File: src/rtl/seq_chunk_adder_pkg.sv
// Shared definitions for the chunked sequential adder: FSM states and
// elaboration-time sizing helpers.
package seq_chunk_adder_pkg;

  typedef enum logic [1:0] {
    ST_IDLE = 2'd0,
    ST_RUN  = 2'd1,
    ST_DONE = 2'd2
  } state_e;

  function automatic int calc_nch(input int width, input int chunk);
    return (chunk > 0) ? width / chunk : 0;
  endfunction

  // A single-chunk operation still needs a one-bit index register.
  function automatic int calc_idx_width(input int nch);
    return (nch > 1) ? $clog2(nch) : 1;
  endfunction

endpackage

File: src/rtl/seq_chunk_adder_chunk_adder.sv
// Combinational CHUNK-bit ripple adder built from per-bit full-adder cells.
// Also reports the carry into its MSB so the caller can derive overflow.
module chunk_adder #(
  parameter int CHUNK = 2
) (
  input  logic [CHUNK-1:0] a,
  input  logic [CHUNK-1:0] b,
  input  logic             cin,
  output logic [CHUNK-1:0] sum,
  output logic             cout,
  output logic             cmsb
);

  logic [CHUNK:0] c;

  assign c[0] = cin;

  for (genvar i = 0; i < CHUNK; i++) begin : g_fa
    assign sum[i]  = a[i] ^ b[i] ^ c[i];
    assign c[i+1]  = (a[i] & b[i]) | (c[i] & (a[i] ^ b[i]));
  end

  assign cout = c[CHUNK];
  assign cmsb = c[CHUNK-1];

endmodule

File: src/rtl/seq_chunk_adder.sv
// Multi-cycle adder/subtractor: adds CHUNK bits per clock, LSB chunk first,
// with a registered carry between chunks and valid/ready on both sides.
module seq_chunk_adder
  import seq_chunk_adder_pkg::*;
#(
  parameter int WIDTH = 8,
  parameter int CHUNK = 2
) (
  input  logic             clk_i,
  input  logic             rst_i,
  input  logic             in_valid_i,
  output logic             in_ready_o,
  input  logic [WIDTH-1:0] a_i,
  input  logic [WIDTH-1:0] b_i,
  input  logic             cin_i,
  input  logic             sub_i,
  output logic             out_valid_o,
  input  logic             out_ready_i,
  output logic [WIDTH-1:0] sum_o,
  output logic             cout_o,
  output logic             ovf_o,
  output logic             busy_o
);

  localparam int NCH = calc_nch(WIDTH, CHUNK);
  localparam int IW  = calc_idx_width(NCH);

  if (CHUNK < 1 || (WIDTH % CHUNK) != 0) begin : g_bad_params
    $error("seq_chunk_adder: WIDTH must be a non-zero multiple of CHUNK");
  end

  // Handshake: a transfer happens on a rising edge where valid and ready are
  // both high; ready never depends on valid, and valid holds until accepted.
  state_e           state;
  logic [WIDTH-1:0] a_q;
  logic [WIDTH-1:0] b_q;
  logic [WIDTH-1:0] acc_q;
  logic [WIDTH-1:0] acc_next;
  logic             carry_q;
  logic [IW-1:0]    idx_q;
  logic [CHUNK-1:0] csum;
  logic             ccout;
  logic             ccmsb;
  logic             last;

  chunk_adder #(.CHUNK(CHUNK)) u_chunk (
    .a    (a_q[CHUNK-1:0]),
    .b    (b_q[CHUNK-1:0]),
    .cin  (carry_q),
    .sum  (csum),
    .cout (ccout),
    .cmsb (ccmsb)
  );

  // Operands shift right each cycle; results enter the accumulator from the
  // top so that after NCH steps chunk 0 has reached the LSBs.
  if (CHUNK == WIDTH) begin : g_acc_full
    assign acc_next = csum;
  end else begin : g_acc_shift
    assign acc_next = {csum, acc_q[WIDTH-1:CHUNK]};
  end

  assign last        = (idx_q == IW'(NCH - 1));
  assign in_ready_o  = (state == ST_IDLE);
  assign busy_o      = (state == ST_RUN);
  assign out_valid_o = (state == ST_DONE);

  always_ff @(posedge clk_i or posedge rst_i) begin
    if (rst_i) begin
      state   <= ST_IDLE;
      a_q     <= '0;
      b_q     <= '0;
      acc_q   <= '0;
      carry_q <= 1'b0;
      idx_q   <= '0;
      sum_o   <= '0;
      cout_o  <= 1'b0;
      ovf_o   <= 1'b0;
    end else begin
      case (state)
        ST_IDLE: begin
          if (in_valid_i) begin
            a_q     <= a_i;
            b_q     <= sub_i ? ~b_i : b_i;
            carry_q <= sub_i | cin_i;
            idx_q   <= '0;
            state   <= ST_RUN;
          end
        end
        ST_RUN: begin
          a_q     <= a_q >> CHUNK;
          b_q     <= b_q >> CHUNK;
          carry_q <= ccout;
          acc_q   <= acc_next;
          idx_q   <= idx_q + IW'(1);
          if (last) begin
            sum_o  <= acc_next;
            cout_o <= ccout;
            ovf_o  <= ccout ^ ccmsb;
            state  <= ST_DONE;
          end
        end
        ST_DONE: begin
          if (out_ready_i) state <= ST_IDLE;
        end
        default: state <= ST_IDLE;
      endcase
    end
  end

endmodule

File: config.mk
export PLATFORM = sky130hd
export DESIGN_NAME = seq_chunk_adder
export DESIGN_NICKNAME = d
export VERILOG_FILES = /design/src/rtl/seq_chunk_adder_pkg.sv /design/src/rtl/seq_chunk_adder_chunk_adder.sv /design/src/rtl/seq_chunk_adder.sv
export SDC_FILE = /design/constraint.sdc
export NUM_CORES = 1
export LEC_CHECK = 0
export CORE_MARGIN = 2
export CORE_UTILIZATION = 65
export DETAILED_ROUTE_END_ITERATION = 8
export DONT_BUFFER_PORTS = 1
export PLACE_DENSITY = 0.86
export SETUP_SLACK_MARGIN = 0.1
export SYNTH_ARGS = -nofsm -noshare
export SYNTH_HDL_FRONTEND = slang
export SYNTH_HIERARCHICAL = 1
export SYNTH_SLANG_ARGS = --single-unit
File: constraint.sdc
create_clock -name clk_i -period 2.65 [get_ports clk_i]
set_input_delay 0.53 -clock clk_i [delete_from_list [all_inputs] [get_ports clk_i]]
set_output_delay 0.53 -clock clk_i [all_outputs]
set_load 0.005 [all_outputs]
== Word-level counts from Yosys, hierarchy flattened ==
Cells that the tools add are included.

* Reductions and logical operators: 5
* Bitwise operators: 13
* $add $sub $neg: 1
* Equality and inequality tests: 6
* Multiplexer cells: 13

{| class="wikitable"
|+ Operator list
! cell !! number
|-
| $pmux W8 S2 || 2
|-
| $mux W8 || 3
|-
| $mux W2 || 4
|-
| $not A8 Y8 || 1
|-
| $pmux W2 S3 || 1
|-
| $xor A1 B1 Y1 || 5
|-
| $and A1 B1 Y1 || 4
|-
| $eq A2 B2 Y1 const B || 2
|-
| $ne A2 B1 Y1 const B || 2
|-
| $pmux W2 S2 || 1
|-
| $reduce_and A2 Y1 || 2
|-
| $or A1 B1 Y1 || 3
|-
| $reduce_and A3 Y1 || 1
|-
| $add A2 B1 Y2 const B || 1
|-
| $eq A2 B1 Y1 const B || 1
|-
| $logic_not A2 Y1 || 1
|-
| $ne A2 B2 Y1 const B || 1
|-
| $pmux W1 S2 || 1
|-
| $reduce_bool A2 Y1 || 1
|-
| $mux W1 || 1
|}

* Register bits after elaboration: 39
* Output and inout bits: 13

== Depth between registers and ports, before layout ==
Gate-level depths: netlist (run 1).

* Depth in word-level cells: 6
* Mapped depth: 5
* Depth with buffers taken out: 4

== By module ==
Netlist (run 1), hierarchy kept.

{| class="wikitable"
|+ Modules (own cells, without submodules)
! module !! instances !! cells each !! area an instance (sq um) !! seq. area each (sq um)
|-
| seq_chunk_adder || 1 || 131 || 1639.1 || 925.9
|-
| chunk_adder || 1 || 2 || 40.0 || 0.0
|}

== Worst setup path before layout (run 1) ==
No wires, ideal clock.

* Path kind: flip-flop to flip-flop
* Start point: register a_q[0]
* End point: register sum_o[7]
* Arrival time: 1.548 ns
* Stages on the path, launching flop included: 4
* Slack: 0.977 ns
* Path buffers: 0
* Data required time: 2.525 ns
* Setup time: 0.125 ns
* Path through: dfrtp_1 fa_1 fa_1 mux2_2

* Longest elaborated chain between the ends: 4

{| class="wikitable"
|+ Ends and longest elaborated chain
! element !! line !! source
|-
| from (decl) || seq_chunk_adder.sv:35 || <nowiki>logic [WIDTH-1:0] a_q;</nowiki>
|-
| from (signal assigned) || seq_chunk_adder.sv:83 || <nowiki>a_q <= a_i;</nowiki>
|-
| from (signal assigned) || seq_chunk_adder.sv:91 || <nowiki>a_q <= a_q >> CHUNK;</nowiki>
|-
| $xor A1 B1 Y1 || seq_chunk_adder_chunk_adder.sv:20 || <nowiki>assign c[i+1] = (a[i] & b[i]) | (c[i] & (a[i] ^ b[i]));</nowiki>
|-
| $and A1 B1 Y1 || seq_chunk_adder_chunk_adder.sv:20 ||
|-
| $or A1 B1 Y1 (*) || seq_chunk_adder_chunk_adder.sv:20 ||
|-
| via ccmsb || seq_chunk_adder.sv:43 || <nowiki>logic ccmsb;</nowiki>
|-
| $xor A1 B1 Y1 (*) || seq_chunk_adder_chunk_adder.sv:19 || <nowiki>assign sum[i] = a[i] ^ b[i] ^ c[i];</nowiki>
|-
| via csum[1] || seq_chunk_adder.sv:41 || <nowiki>logic [CHUNK-1:0] csum;</nowiki>
|-
| to (signal assigned) || seq_chunk_adder.sv:97 || <nowiki>sum_o <= acc_next;</nowiki>
|-
| to (decl) || seq_chunk_adder.sv:19 || <nowiki>output logic [WIDTH-1:0] sum_o,</nowiki>
|}

Mark *: on every way through the listed nets, which the timed path passes. The rest lies on a longest branch.
A chain may end at the register's enable or synchronous reset.

== Worst setup path in the final report (run 1) ==
* Start point: register state[0]
* End point: output port busy_o

* Longest elaborated chain between the ends: 1

{| class="wikitable"
|+ Ends and longest elaborated chain
! element !! line !! source
|-
| from (decl) || seq_chunk_adder.sv:34 || <nowiki>state_e state;</nowiki>
|-
| from (signal assigned) || seq_chunk_adder.sv:70 || <nowiki>state <= ST_IDLE;</nowiki>
|-
| from (signal assigned) || seq_chunk_adder.sv:87 || <nowiki>state <= ST_RUN;</nowiki>
|-
| from (signal assigned) || seq_chunk_adder.sv:100 || <nowiki>state <= ST_DONE;</nowiki>
|-
| $eq A2 B1 Y1 || seq_chunk_adder.sv:65 || <nowiki>assign busy_o = (state == ST_RUN);</nowiki>
|-
| to (decl) || seq_chunk_adder.sv:22 || <nowiki>output logic busy_o</nowiki>
|}

No other way between the ends.

==> run metrics, run 1 <==
Iteration-0 DRC Markers 19; antenna cell count 0; area share of the largest cell type after synthesis 0.551; worst-path cell chain nor2b_4; area of the multi-input gates between 600 and 700 sq um; FP Rows 18; Crit-path slowest cell dfrtp_1; Total GRT Usage 0.229; maximum clock path buffer count 2; startpoint types flip-flop; status completed; Finish-stage setup viols 0; max-cap check violation count 0; Top FF cell, synth dfrtp_1; CP top delay family flip-flops; root buffer cell clkbuf_4; final setup TNS 0 ps; Post-CTS Resized 0; Area growth, synth to finish 1.94%; initial antenna violation count 0; top-count cell post-synth dfrtp_1; detailed-route via count a little over 1000; Synth area leaders dfrtp_1 55%, mux2_2 9.4%, xnor2_1 4.7%, a221o_2 3.4%, o21ai_0 3.3%; CP Max Fanout 18; GP Congestion between 0.7 and 0.8; Vias/cell around 6.2; Slew Limit Fails 0; drt drc 0; Worst EP required between 2000 and 2500 ps; final WL ~2900 microns; Final Cell Area approximately 0.0017 sq mm; first-pass GRT wire length 4600 microns; CTS tree yes; CP Depth 1; slew margin rel. 0.535; final net count about 160; TritonRoute pass-1 iters 4; Yosys Warn Count 6; Leak 0.763 nW; Seq/Total Area, Yosys 0.551; Setup Crit Path Kind flip-flop to output pin; post-synth top area cell dfrtp_1; ANT nets after route 0; cts hold-fix bufs 0; worst min path class input pin to asynchronous set/reset pin; GRT overflow 0; actual slew at the worst max-slew pin 698 ps; EDFF count, synth 0; layout cells sized above 1 0.227; worst-skew pair later-pin latency approximately 340 ps; mean post-synth cell area ~13 sq um; syn_nets about 160; WP buf/inv 0; clock sinks 37; CP max stage delay a little under 700 ps; DIE AREA 0.00301 sq mm; fin util 0.697; die outline height between 50 and 60 microns; Num CTS Buffers 5; hold_ws between 150 and 200 ps; post-DP HPWL 2010 microns; Setup Skew around 6.3 ps; FFs w/ async S/R, synth 1.00; post-CTS setup buffers 0; port buffer count 0; fmax between 400 and 500 MHz; Pwr per Cell Area ~1200 mW/mm^2; num ports 35; post-synthesis cell count 133; wire length per cell 17.6 microns; core box area about 0.0025 sq mm; area of the mapped netlist 0.00168 sq mm; synth cell count leaders 37 x dfrtp_1, 14 x mux2_2, 11 x o21ai_0; Fin. Hold Viols 0; pin count of the biggest net entering global routing 38; initial core utilization 0.684; Crit. End Element output pin; final cycle utilization of the critical path 0.769; Yosys cell types 29; CP arrival 1510 ps; Final min period slightly above 2000 ps; H-tree levels 2; CTS clk-pin slew, worst paths 100 ps; DIE WIDTH around 55 microns; RSZ-0062 raised after global routing false; peak supply drop between 800 and 900 uV; dpl cell area between 0.0015 and 0.002 sq mm; Seq cells post-synth 37; Register Area roughly 930 sq um; Fillers ~170; vias in the first global route between 1000 and 1500; worst reg-to-reg path cell count 3
-- kinds of logic after synthesis --
logic type                 share of synthesized area
muxes                                          0.112
xor gates and xnor gates                      0.0469
DFF                                            0.551
buffers and inverters                         0.0447
AOI/OAI and AO/OA                              0.131
and+or+nand+nor                               0.0827
adders and majority gates                     0.0313
-- registers in the layout, indices dropped and copies added, names as in the netlist --
signal / flops
carry_q: 1
cout_o: 1
state: 2
b_q: 8
acc_q: 6
idx_q: 2
a_q: 8
sum_o: 8
ovf_o: 1
-- metal layers --
layer | track usage | vias to the layer above | share of wire
met5 | 0 | - | 0
met4 | 0.113 | 0 | 0.020
met2 | 0.369 | 49 | 0.49
met3 | 0.0656 | 7 | 0.074
met1 | 0.281 | 489 | 0.42
li1 | - | 461 | -
-- metrics by stage --
step	power (mW)	std cells	worst slack (ps)
final	2.07	162	612
after global routing	2.22	162	501
after CTS	2.09	162	602
after detailed placement	1.80	155	877
after global placement	1.71	155	955
after floorplan	1.68	133	977
-- worst paths after layout --
path,start,endpoint,slack [ps]
worst max-delay path,state[0],busy_o,610
worst min-delay path,rst_i,a_q[1],180
worst max register to register,a_q[0],sum_o[7],870
worst min register to register,a_q[2],a_q[2],500
max in group asynchronous,rst_i,sum_o[2],2160
min in group clk_i,a_i[6],a_q[6],320
-- final cells by class --
class / count / share of cell area
sequential: 37 / 0.541
multi-input combinational: 85 / 0.396
clock buffer: 7 / 0.0322
tap: 30 / 0.0219
timing repair buffer: 1 / 0.00439
inverter: 2 / 0.00439
-- cell usage in the layout, fill, tap and decap left out --
master,instances
dfrtp_1,37
a21oi_1,2
nor2b_4,1
nor2b_1,1
nand3b_1,2
o21ai_0,11
nor3b_1,1
buf_4,1
nand2_1,10
fa_1,2
clkbuf_8,1
clkbuf_4,5
mux2_4,2
inv_1,2
a2bb2oi_1,1
or2b_1,1
o21bai_2,1
or3b_1,1
nand2b_1,2
a221o_2,5
a22o_1,3
xnor2_1,9
mux2_2,14
o211ai_1,1
clkbuf_1,1
a22oi_1,6
nor2_1,8
ha_1,1
-- power by group --
group          switching (mW)  total [mW]  internal [mW]
Clock                   0.175       0.300          0.125
Sequential              0.220        1.04          0.820
Combinational           0.323       0.727          0.403
-- worst reg2reg max path: cells and delay by family, from the launching register on --
kind | cells | cell delay (ps)
flops | 1 | 410
mux | 1 | 280
fa+ha+maj | 2 | 980
Power figures use the tool's default switching activity.
==> inputs of run 2 (changes only) <==
--- a/config.mk
+++ b/config.mk
@@ -6,10 +6,10 @@
 export NUM_CORES = 1
 export LEC_CHECK = 0
 export CORE_MARGIN = 2
-export CORE_UTILIZATION = 65
+export CORE_UTILIZATION = 55
 export DETAILED_ROUTE_END_ITERATION = 8
 export DONT_BUFFER_PORTS = 1
-export PLACE_DENSITY = 0.86
+export PLACE_DENSITY = 0.78
 export SETUP_SLACK_MARGIN = 0.1
 export SYNTH_ARGS = -nofsm -noshare
 export SYNTH_HDL_FRONTEND = slang
==> constraint.sdc (replaced) <==
create_clock -name clk_i -period 1.8 [get_ports clk_i]
set_input_delay 0.36 -clock clk_i [delete_from_list [all_inputs] [get_ports clk_i]]
set_output_delay 0.36 -clock clk_i [all_outputs]
set_load 0.005 [all_outputs]
==> run 2 against run 1 <==
Combinational power grew 60%. Clock power increased by 44%. Final cell count rose by 4.9%. Total power increased by 50%. Global-route usage fell by 3.2 points. First-iteration DRC count is 58% higher. Core utilization down 11 points. Worst hold slack lost 160 ps. Wire length grew 3.6%. Critical path depth increased by 2. Critical path type is now flip-flop to flip-flop.
==> run metrics, run 2 (same netlist as run 1, synthesis figures left out) <==
dpl cell area 0.00170 sq mm; Pwr per Cell Area ~1800 mW/mm^2; detailed-route via count approximately 1000; initial core utilization 0.564; CP arrival about 1900 ps; worst-path cell chain fa_2 > fa_2 > mux2_4; status completed; Finish-stage setup viols 0; num ports 35; CP max stage delay roughly 430 ps; FF-to-FF Start carry_q; Final WS setup roughly 150 ps; port buffer count 0; Final Cell Area 0.00176 sq mm; total power 3.11 mW; WP buf/inv 0; Largest regs a_q (8), b_q (8), sum_o (8); Leak around 0.78 nW; Register Area approximately 930 sq um; Setup Slack @ Placement approximately 66 ps; worst-skew pair later-pin latency ~340 ps; first-pass GRT wire length roughly 5000 microns; worst reg-to-reg path cell count 3; startpoint types flip-flop; final net count 162; GP Congestion 0.777; ANT nets after route 0; Setup Skew 12.2 ps; Vias/cell 6.04; CTS tree yes; actual slew at the worst max-slew pin 697 ps; H-tree levels 2; TritonRoute pass-1 iters 4; fin util 0.591; drt drc 0; R2R Path End acc_q[7]; Crit-path slowest cell fa_2; core box area between 0.002 and 0.003 sq mm; final setup TNS 0 ps; worst min path class input pin to asynchronous set/reset pin; cts hold-fix bufs 0; final WL slightly below 3000 microns; Setup Crit Path Kind flip-flop to flip-flop; area of the multi-input gates ~680 sq um; slew margin rel. 0.535; max-cap check violation count 0; fmax approximately 610 MHz; wire length per cell between 15 and 20 microns; commonest non-fill, non-tap cell in the layout dfrtp_1; root buffer cell clkbuf_4; CTS clk-pin slew, worst paths approximately 110 ps; die outline height about 59 microns; Fillers between 200 and 300; Total GRT Usage 0.197; Area growth, synth to finish 4.77%; DIE AREA ~0.0035 sq mm; maximum clock path buffer count 2; final cycle utilization of the critical path 0.917; CP top delay family adder cells; commonest non-fill, non-tap cells in the layout 36 x dfrtp_1, 14 x mux2_2, 11 x o21ai_0; setup slack, reg-to-reg 150 ps; Most Frequent Cell on Critical Path fa_2; post-DP HPWL 2150 microns; Worst EP required between 2000 and 2500 ps; vias in the first global route about 1100; pin count of the biggest net entering global routing 38; Num CTS Buffers 5; Iteration-0 DRC Markers 30; post-CTS setup buffers 0; CP Depth 3; Slew Limit Fails 0; peak supply drop ~820 uV; DIE WIDTH 59.3 microns; FP Rows 20; layout cells sized above 1 0.277; Fin. Hold Viols 0; Final min period 1650 ps; GRT overflow 0; Crit. End Element flip-flop; CP Max Fanout 2; antenna cell count 0; initial antenna violation count 0; RSZ-0062 raised after global routing true; clock sinks 37
[run 2: cell count changes in the layout (fill, tap and decap cells not counted)]
cell,delta
fa_1,-2
dfrtp_2,+1
buf_4,+5
dfrtp_1,-1
fa_2,+2
[run 2: worst max path at each step]
stage	from	end	slack (ps)
2_1_floorplan	a_q[0]	sum_o[7]	130
3_3_place_gp	a_q[0]	sum_o[7]	110
3_5_place_dp	a_q[0]	sum_o[7]	70
4_1_cts	a_q[0]	acc_q[7]	110
5_1_grt	carry_q	sum_o[7]	100
6_report	carry_q	acc_q[7]	150
[run 2: final cells by class]
type	instances	share of cell area
flip-flops and latches	37	0.527
multi-input cells	85	0.388
clock buffers	7	0.0313
repair buffers	6	0.0256
well taps	33	0.0235
inverters	2	0.00427
[run 2: worst register-to-register path, stage by stage, from the launching register on]
cell	delay [ps]
dfrtp_1	420
fa_2	420
fa_2	430
mux2_4	270
[run 2: metal layers]
metal,share of wire,vias to the layer above,GRT usage
met3,0.054,6,0.0480
met2,0.51,31,0.342
met4,0.016,0,0.114
met5,0,-,0
li1,-,481,-
met1,0.42,508,0.217
[run 2: metrics by stage]
| step | hold WS, ps | cells |
|---|---|---|
| finish | 12.9 | 170 |
| global route | 44.9 | 170 |
| CTS | 15.9 | 170 |
| detailed placement | 384 | 163 |
| global placement | 375 | 163 |
| floorplan | 450 | 133 |
[run 2: timing repair]
action                                 in CTS  in global routing
endpoints found under the hold margin       0                  0
setup endpoints to repair                   5                  6
resized for setup                           1                  2
pin swaps                                   0                  1
[run 2: power breakdown]
part | internal (mW) | switching (mW)
Combinational | 0.655 | 0.505
Clock | 0.184 | 0.249
Sequential | 1.21 | 0.303
